File: src/rtl/sha256_round_pipeline_stage.sv
// One unrolled SHA-256 compression round: registers round(state_in, w_in, K_CONST) and valid_in.
// Latency one write_en-qualified edge; write_en=0 stalls (holds outputs), RST overrides write_en.
module sha256_round_pipeline_stage #(
  parameter int unsigned ROUND_IDX = 31,
  parameter logic [31:0] K_CONST   = 32'h14292967
) (
  input  logic         CLK,
  input  logic         RST,
  input  logic         write_en,
  input  logic         valid_in,
  input  logic [255:0] state_in,
  input  logic [31:0]  w_in,
  output logic         valid_out,
  output logic [255:0] state_out
);

  localparam logic [31:0] K_TAB [0:63] = '{
    32'h428a2f98, 32'h71374491, 32'hb5c0fbcf, 32'he9b5dba5, 32'h3956c25b, 32'h59f111f1, 32'h923f82a4, 32'hab1c5ed5,
    32'hd807aa98, 32'h12835b01, 32'h243185be, 32'h550c7dc3, 32'h72be5d74, 32'h80deb1fe, 32'h9bdc06a7, 32'hc19bf174,
    32'he49b69c1, 32'hefbe4786, 32'h0fc19dc6, 32'h240ca1cc, 32'h2de92c6f, 32'h4a7484aa, 32'h5cb0a9dc, 32'h76f988da,
    32'h983e5152, 32'ha831c66d, 32'hb00327c8, 32'hbf597fc7, 32'hc6e00bf3, 32'hd5a79147, 32'h06ca6351, 32'h14292967,
    32'h27b70a85, 32'h2e1b2138, 32'h4d2c6dfc, 32'h53380d13, 32'h650a7354, 32'h766a0abb, 32'h81c2c92e, 32'h92722c85,
    32'ha2bfe8a1, 32'ha81a664b, 32'hc24b8b70, 32'hc76c51a3, 32'hd192e819, 32'hd6990624, 32'hf40e3585, 32'h106aa070,
    32'h19a4c116, 32'h1e376c08, 32'h2748774c, 32'h34b0bcb5, 32'h391c0cb3, 32'h4ed8aa4a, 32'h5b9cca4f, 32'h682e6ff3,
    32'h748f82ee, 32'h78a5636f, 32'h84c87814, 32'h8cc70208, 32'h90befffa, 32'ha4506ceb, 32'hbef9a3f7, 32'hc67178f2
  };
  localparam logic [5:0] IDX = 6'(ROUND_IDX);

  logic [31:0]  w_a, w_b, w_c, w_d, w_e, w_f, w_g, w_h;
  logic [31:0]  w_s1, w_ch, w_s0, w_maj, w_t1, w_t2;
  logic [255:0] r_state;
  logic         r_valid;

  assign {w_a, w_b, w_c, w_d, w_e, w_f, w_g, w_h} = state_in;

  // Rotations are fixed bit re-orderings, so they cost no logic.
  assign w_s1  = {w_e[5:0], w_e[31:6]} ^ {w_e[10:0], w_e[31:11]} ^ {w_e[24:0], w_e[31:25]};
  assign w_ch  = (w_e & w_f) ^ (~w_e & w_g);
  assign w_s0  = {w_a[1:0], w_a[31:2]} ^ {w_a[12:0], w_a[31:13]} ^ {w_a[21:0], w_a[31:22]};
  assign w_maj = (w_a & w_b) ^ (w_a & w_c) ^ (w_b & w_c);
  assign w_t1  = (w_h + K_CONST) + (w_s1 + w_ch) + w_in;
  assign w_t2  = w_s0 + w_maj;

  // Bubbles still advance the datapath; only valid_out qualifies the data.
  always_ff @(posedge CLK) begin
    if (RST) begin
      r_state <= '0;
      r_valid <= 1'b0;
    end else if (write_en) begin
      r_state <= {w_t1 + w_t2, w_a, w_b, w_c, w_d + w_t1, w_e, w_f, w_g};
      r_valid <= valid_in;
    end
  end

  assign state_out = r_state;
  assign valid_out = r_valid;

  a_k_const_matches_round: assert property (@(posedge CLK) (ROUND_IDX < 64) && (K_CONST == K_TAB[IDX]));

endmodule
File: config.mk
export PLATFORM = sky130hd
export DESIGN_NAME = sha256_round_pipeline_stage
export DESIGN_NICKNAME = d
export VERILOG_FILES = /design/src/rtl/sha256_round_pipeline_stage.sv
export SDC_FILE = /design/constraint.sdc
export NUM_CORES = 1
export LEC_CHECK = 0
export BUFFER_PORTS_ARGS = -buffer_cell sky130_fd_sc_hd__buf_2
export CORE_MARGIN = 2
export CORE_UTILIZATION = 37
export CTS_CLUSTER_DIAMETER = 60
export DETAILED_ROUTE_END_ITERATION = 8
export RECOVER_POWER = 100
export SYNTH_ARGS = -nofsm -noshare
export SYNTH_HDL_FRONTEND = slang
export SYNTH_SLANG_ARGS = --single-unit
File: constraint.sdc
create_clock -name CLK -period 9.3 [get_ports CLK]
set_input_delay 0.465 -clock CLK [delete_from_list [all_inputs] [get_ports CLK]]
set_output_delay 0.465 -clock CLK [all_outputs]
set_load 0.02 [all_outputs]
== After elaboration in Yosys (flattened, before gate mapping) ==
Cells that the tools add are included.

* Output and inout port bits: 257
* Bits in registers: 257
* Word-level logic and storage cells: 22
* Bits of input ports: 292

* Bitwise operators: 13
* Add/sub/neg operators: 7

{| class="wikitable"
|+ Operator list
! kind !! count
|-
| $xor 32x32->32 || 7
|-
| $add 32x32->32 || 6
|-
| $and 32x32->32 || 5
|-
| $add 32x29->32 const B || 1
|-
| $not 32->32 || 1
|}

== Depth between registers and ports, before layout ==
* Depth after elaboration: 7
* Mapped depth: 31
* Gate-level depth less buffers: 30

== Worst setup path before layout ==
No wires, ideal clock.

* Kind: input-to-reg
* Start: input port state_in[108]
* End: register r_state[255] (netlist: state_out[255])
* Arrival: 6.855 ns
* Setup time: 0.095 ns
* Stages on the path: 28
* Path buffers: 1
* Slack: 2.349 ns
* Cell sequence: clkbuf_1 xor2_1 xnor2_1 fa_1 fa_1 inv_1 ha_1 fa_1 a211oi_1 o21ai_0 a31oi_1 o21ai_0 a21o_1 a21o_1 a21o_1 a21oi_1 xnor2_1 fa_1 ha_1 and2_1 nand2_1 o32ai_1 a311oi_1 o21ai_1 a311oi_1 o21ai_0 or3_1 o311ai_1

* Cells in the longest elaborated chain, start to end: 7

{| class="wikitable"
|+ Ends and longest elaborated chain
! element !! line !! text
|-
| start, declared || 11 || <nowiki>input logic [255:0] state_in,</nowiki>
|-
| $not 32->32 || 38 || <nowiki>assign w_ch = (w_e & w_f) ^ (~w_e & w_g);</nowiki>
|-
| $and 32x32->32 || 38 ||
|-
| $xor 32x32->32 || 38 ||
|-
| $add 32x32->32 (*) (3 in a row) || 41 || <nowiki>assign w_t1 = (w_h + K_CONST) + (w_s1 + w_ch) + w_in;</nowiki>
|-
| $add 32x32->32 (*) || 50 || <nowiki>r_state <= {w_t1 + w_t2, w_a, w_b, w_c, w_d + w_t1, w_e, w_f, w_g};</nowiki>
|-
| end signal, assigned || 50 ||
|-
| end, declared || 31 || <nowiki>logic [255:0] r_state;</nowiki>
|}

Mark *: on every way between the ends. The rest lies on a longest branch, timed or not.
A chain may end at the register's enable or synchronous reset.

== Worst setup path after layout ==
* Start: input port state_in[125]
* End: register r_state[255] (netlist: state_out[255])

Same word-level chain as after synthesis.

==> flow_metrics.py <==
metrics = {
    "run_status": {
        "status": "finished with violations",
        "violations": "max-capacitance violations, max-slew violations",
    },
    "synthesis": {
        "synth_nets": 2538,
        "synthCells": 2028,
        "ys_types": 65,
        "synth.avg_cell_area_um2": 9.07,
        "synth-seq-area-share_pct": 28.0,
        "synthFlopType": "dfxtp_1",
        "yosysWarnings": 0,
        "synth_top_cell_area_share_pct": 28.0,
        "yosysMostFrequentCell": "nor2_1",
        "synth_edf_count": 0,
        "synth_top_area_cell": "dfxtp_1",
        "synthTopCellsByArea": "dfxtp_1 (28%), mux2i_1 (13%), fa_1 (10%), ha_1 (8.4%), xnor2_1 (6.9%)",
        "synth_common_cells": "nor2_1 (281), dfxtp_1 (257), mux2i_1 (245)",
        "syn_area_um2": 18400,
        "synth_seq_cells": 257,
        "synthArstFlopShare_pct": 0,
    },
    "floorplan": {
        "die_area_um2": 51500,
        "fp.dieH_um": 227,
        "rows": 81,
        "coreArea_um2": 49000,
        "chipWidth_um": 227,
        "start_util_pct": 37.6,
        "io_pins": 549,
    },
    "setup_path": {
        "startpoint_type": "input pin",
        "required_ns": 9.69,
        "end_kind": "flip-flop",
        "cp_max_fo": 6,
        "crit_arrival_ns": 8.20,
        "r2r.worst_path.cells": 3,
        "criticalPathCategory": "input pin to flip-flop",
    },
    "timing": {
        "rsz0062_at_grt": "false",
        "hold_viol_final": 0,
        "max_freq_ghz": 0.128,
        "slew_viol_final": 287,
        "period_share_pct": 84.0,
        "fin_tns_setup_ns": 0,
        "maxSlewHeadroom_pct": -173,
        "worstMarginPinSlew_ns": 4.09,
        "setup_viol": 0,
        "fin_crit_ns": 7.81,
        "fin_skew_ns": 0,
    },
    "route": {
        "viasPerCell": 5.10,
        "routed_wirelength_um": 71300,
        "ant_nets": 0,
        "vias": 16300,
        "wl_per_cell_um": 22.3,
        "drtPass1Iterations": 5,
        "drt-initial-drc-count": 978,
        "drc": 0,
    },
    "layout": {
        "nets": 2997,
        "stdcell_area_um2": 22400,
        "final_util_pct": 45.8,
        "layout-drive-gt1-share_pct": 14.9,
        "area_growth_pct": 21.8,
    },
    "worst_hold_path": {
        "hold_path_class": "input pin to flip-flop",
        "hold_path_depth": 3,
    },
    "placed_design": {
        "portBuffers": 548,
        "gp_congestion": 0.934,
        "dpl_cell_area_um2": 21500,
        "hpwl_um": 59300,
    },
    "clocking": {
        "root_buffer": "clkbuf_16",
        "cts_buffers": 35,
        "postCtsSetupRepairBufs": 0,
        "clk_latency_ns": 0.56,
        "cts.repair.resized": 0,
        "clkSinkCount": 257,
        "htreeDepth": 2,
        "cts_buffer_depth": 3,
        "cts_hold_buf": 0,
        "clkTransAtPathRegs_ns": 0.06,
        "cts_tree": "yes",
    },
    "global_route": {
        "overflow": 0,
        "antenna_found_initial": 27,
        "grt_usage_pct": 27.3,
        "grt_max_degree": 105,
        "grt_first_pass_wirelength_um": 103000,
        "grt_pass1_vias": 16300,
    },
    "run": {
        "cap_violations": 5,
    },
}
-- sequential cells by signal (all words and copies together) (netlist names) --
| signal | cells |
|---|---|
| state_out | 256 |
| valid_out | 1 |
-- final timing paths --
| path | from | endpoint | slack [ns] |
|---|---|---|---|
| worst max-delay path | state_in[125] | state_out[255] | 1.49 |
| worst max register to register | state_out[122] | state_out[122] | 8.29 |
| worst min register to register | state_out[117] | state_out[117] | 0.46 |
| worst min-delay path | state_in[164] | state_out[132] | 0.15 |
-- kinds of logic (layout without fill, tap and decap cells) --
| logic type | after synthesis | count (layout) | share of synthesized area (%) |
|---|---|---|---|
| compound gates | 306 | 306 | 10.9 |
| xor+xnor | 215 | 215 | 10.2 |
| fa+ha+maj | 233 | 233 | 19.5 |
| buf+inv | 327 | 811 | 6.68 |
| flops | 257 | 257 | 28.0 |
| mux | 267 | 267 | 14.7 |
| other cells | 0 | 20 | 0 |
| simple gates | 423 | 423 | 10.0 |
-- cell usage in the layout, fill, tap and decap left out, types with 8 or more instances in the layout --
cell type,count
inv_1,195
o21bai_1,15
clkbuf_16,35
a21o_1,54
ha_1,124
a31oi_1,17
nor2_1,281
xnor2_1,145
diode_2,20
o21ai_0,64
dfxtp_1,257
buf_2,287
nand3_1,14
o21a_1,9
mux2i_1,245
fa_1,94
a211oi_1,19
nor3_1,19
clkbuf_1,273
maj3_1,15
nand2b_1,18
nand4_1,8
nand2_1,39
xor2_1,70
a21oi_1,70
mux2_2,22
-- metrics by stage --
stage | hold WS (ns) | instances | setup slack, ns
after floorplan | 0.537 | 2028 | 2.35
after global placement | 0.445 | 3114 | 1.69
after detailed placement | 0.441 | 3114 | 1.46
after CTS | 0.130 | 3176 | 2.00
after global routing | 0.159 | 3189 | 1.03
final | 0.147 | 3196 | 1.49
-- area by class of cell --
class                           count  area (um^2)
Timing Repair Buffer              554         2460
Clock buffer                       51          996
Fill cell                        4913        26500
Clock inverter                     11          188
Multi-Input combinational cell   1444        12000
Antenna cell                       20         50.0
Tap cell                          664          831
Sequential cell                   257         5140
Inverter                          195          732
-- worst max-delay path: stages --
cell and delay, ns:
clkbuf_1 0.44, xor2_1 0.17, xnor2_1 0.18, fa_1 0.49
inv_1 0.05, fa_1 0.40, fa_1 0.49, ha_1 0.37
o21ai_0 0.13, nand2b_1 0.09, a31oi_1 0.14, o21ai_0 0.29
a21oi_1 0.13, o21bai_1 0.27, nand3_1 0.12, and2_0 0.18
xnor2_1 0.55, fa_1 0.52, ha_1 0.37, a21o_1 0.21
a21o_1 0.17, a21o_1 0.21, a311oi_1 0.30, o21ai_0 0.28
a311oi_1 0.56, o21ai_0 0.20, or3_1 0.32, o311ai_0 0.09
-- metal layers --
layer  part of all wire [%]  track usage (%)  wire [um]  vias up
met3                    8.6             7.13       6150      126
li1                       -                -          -     7714
met5                  0.072                0         51        -
met2                     46             44.2      32800      633
met1                     42             34.6      29700     7819
met4                    3.7             10.9       2630        8
Power is left out: the tool's default activity adds up to more than one toggle a clock period on the data nets, which glitch-free logic cannot reach.
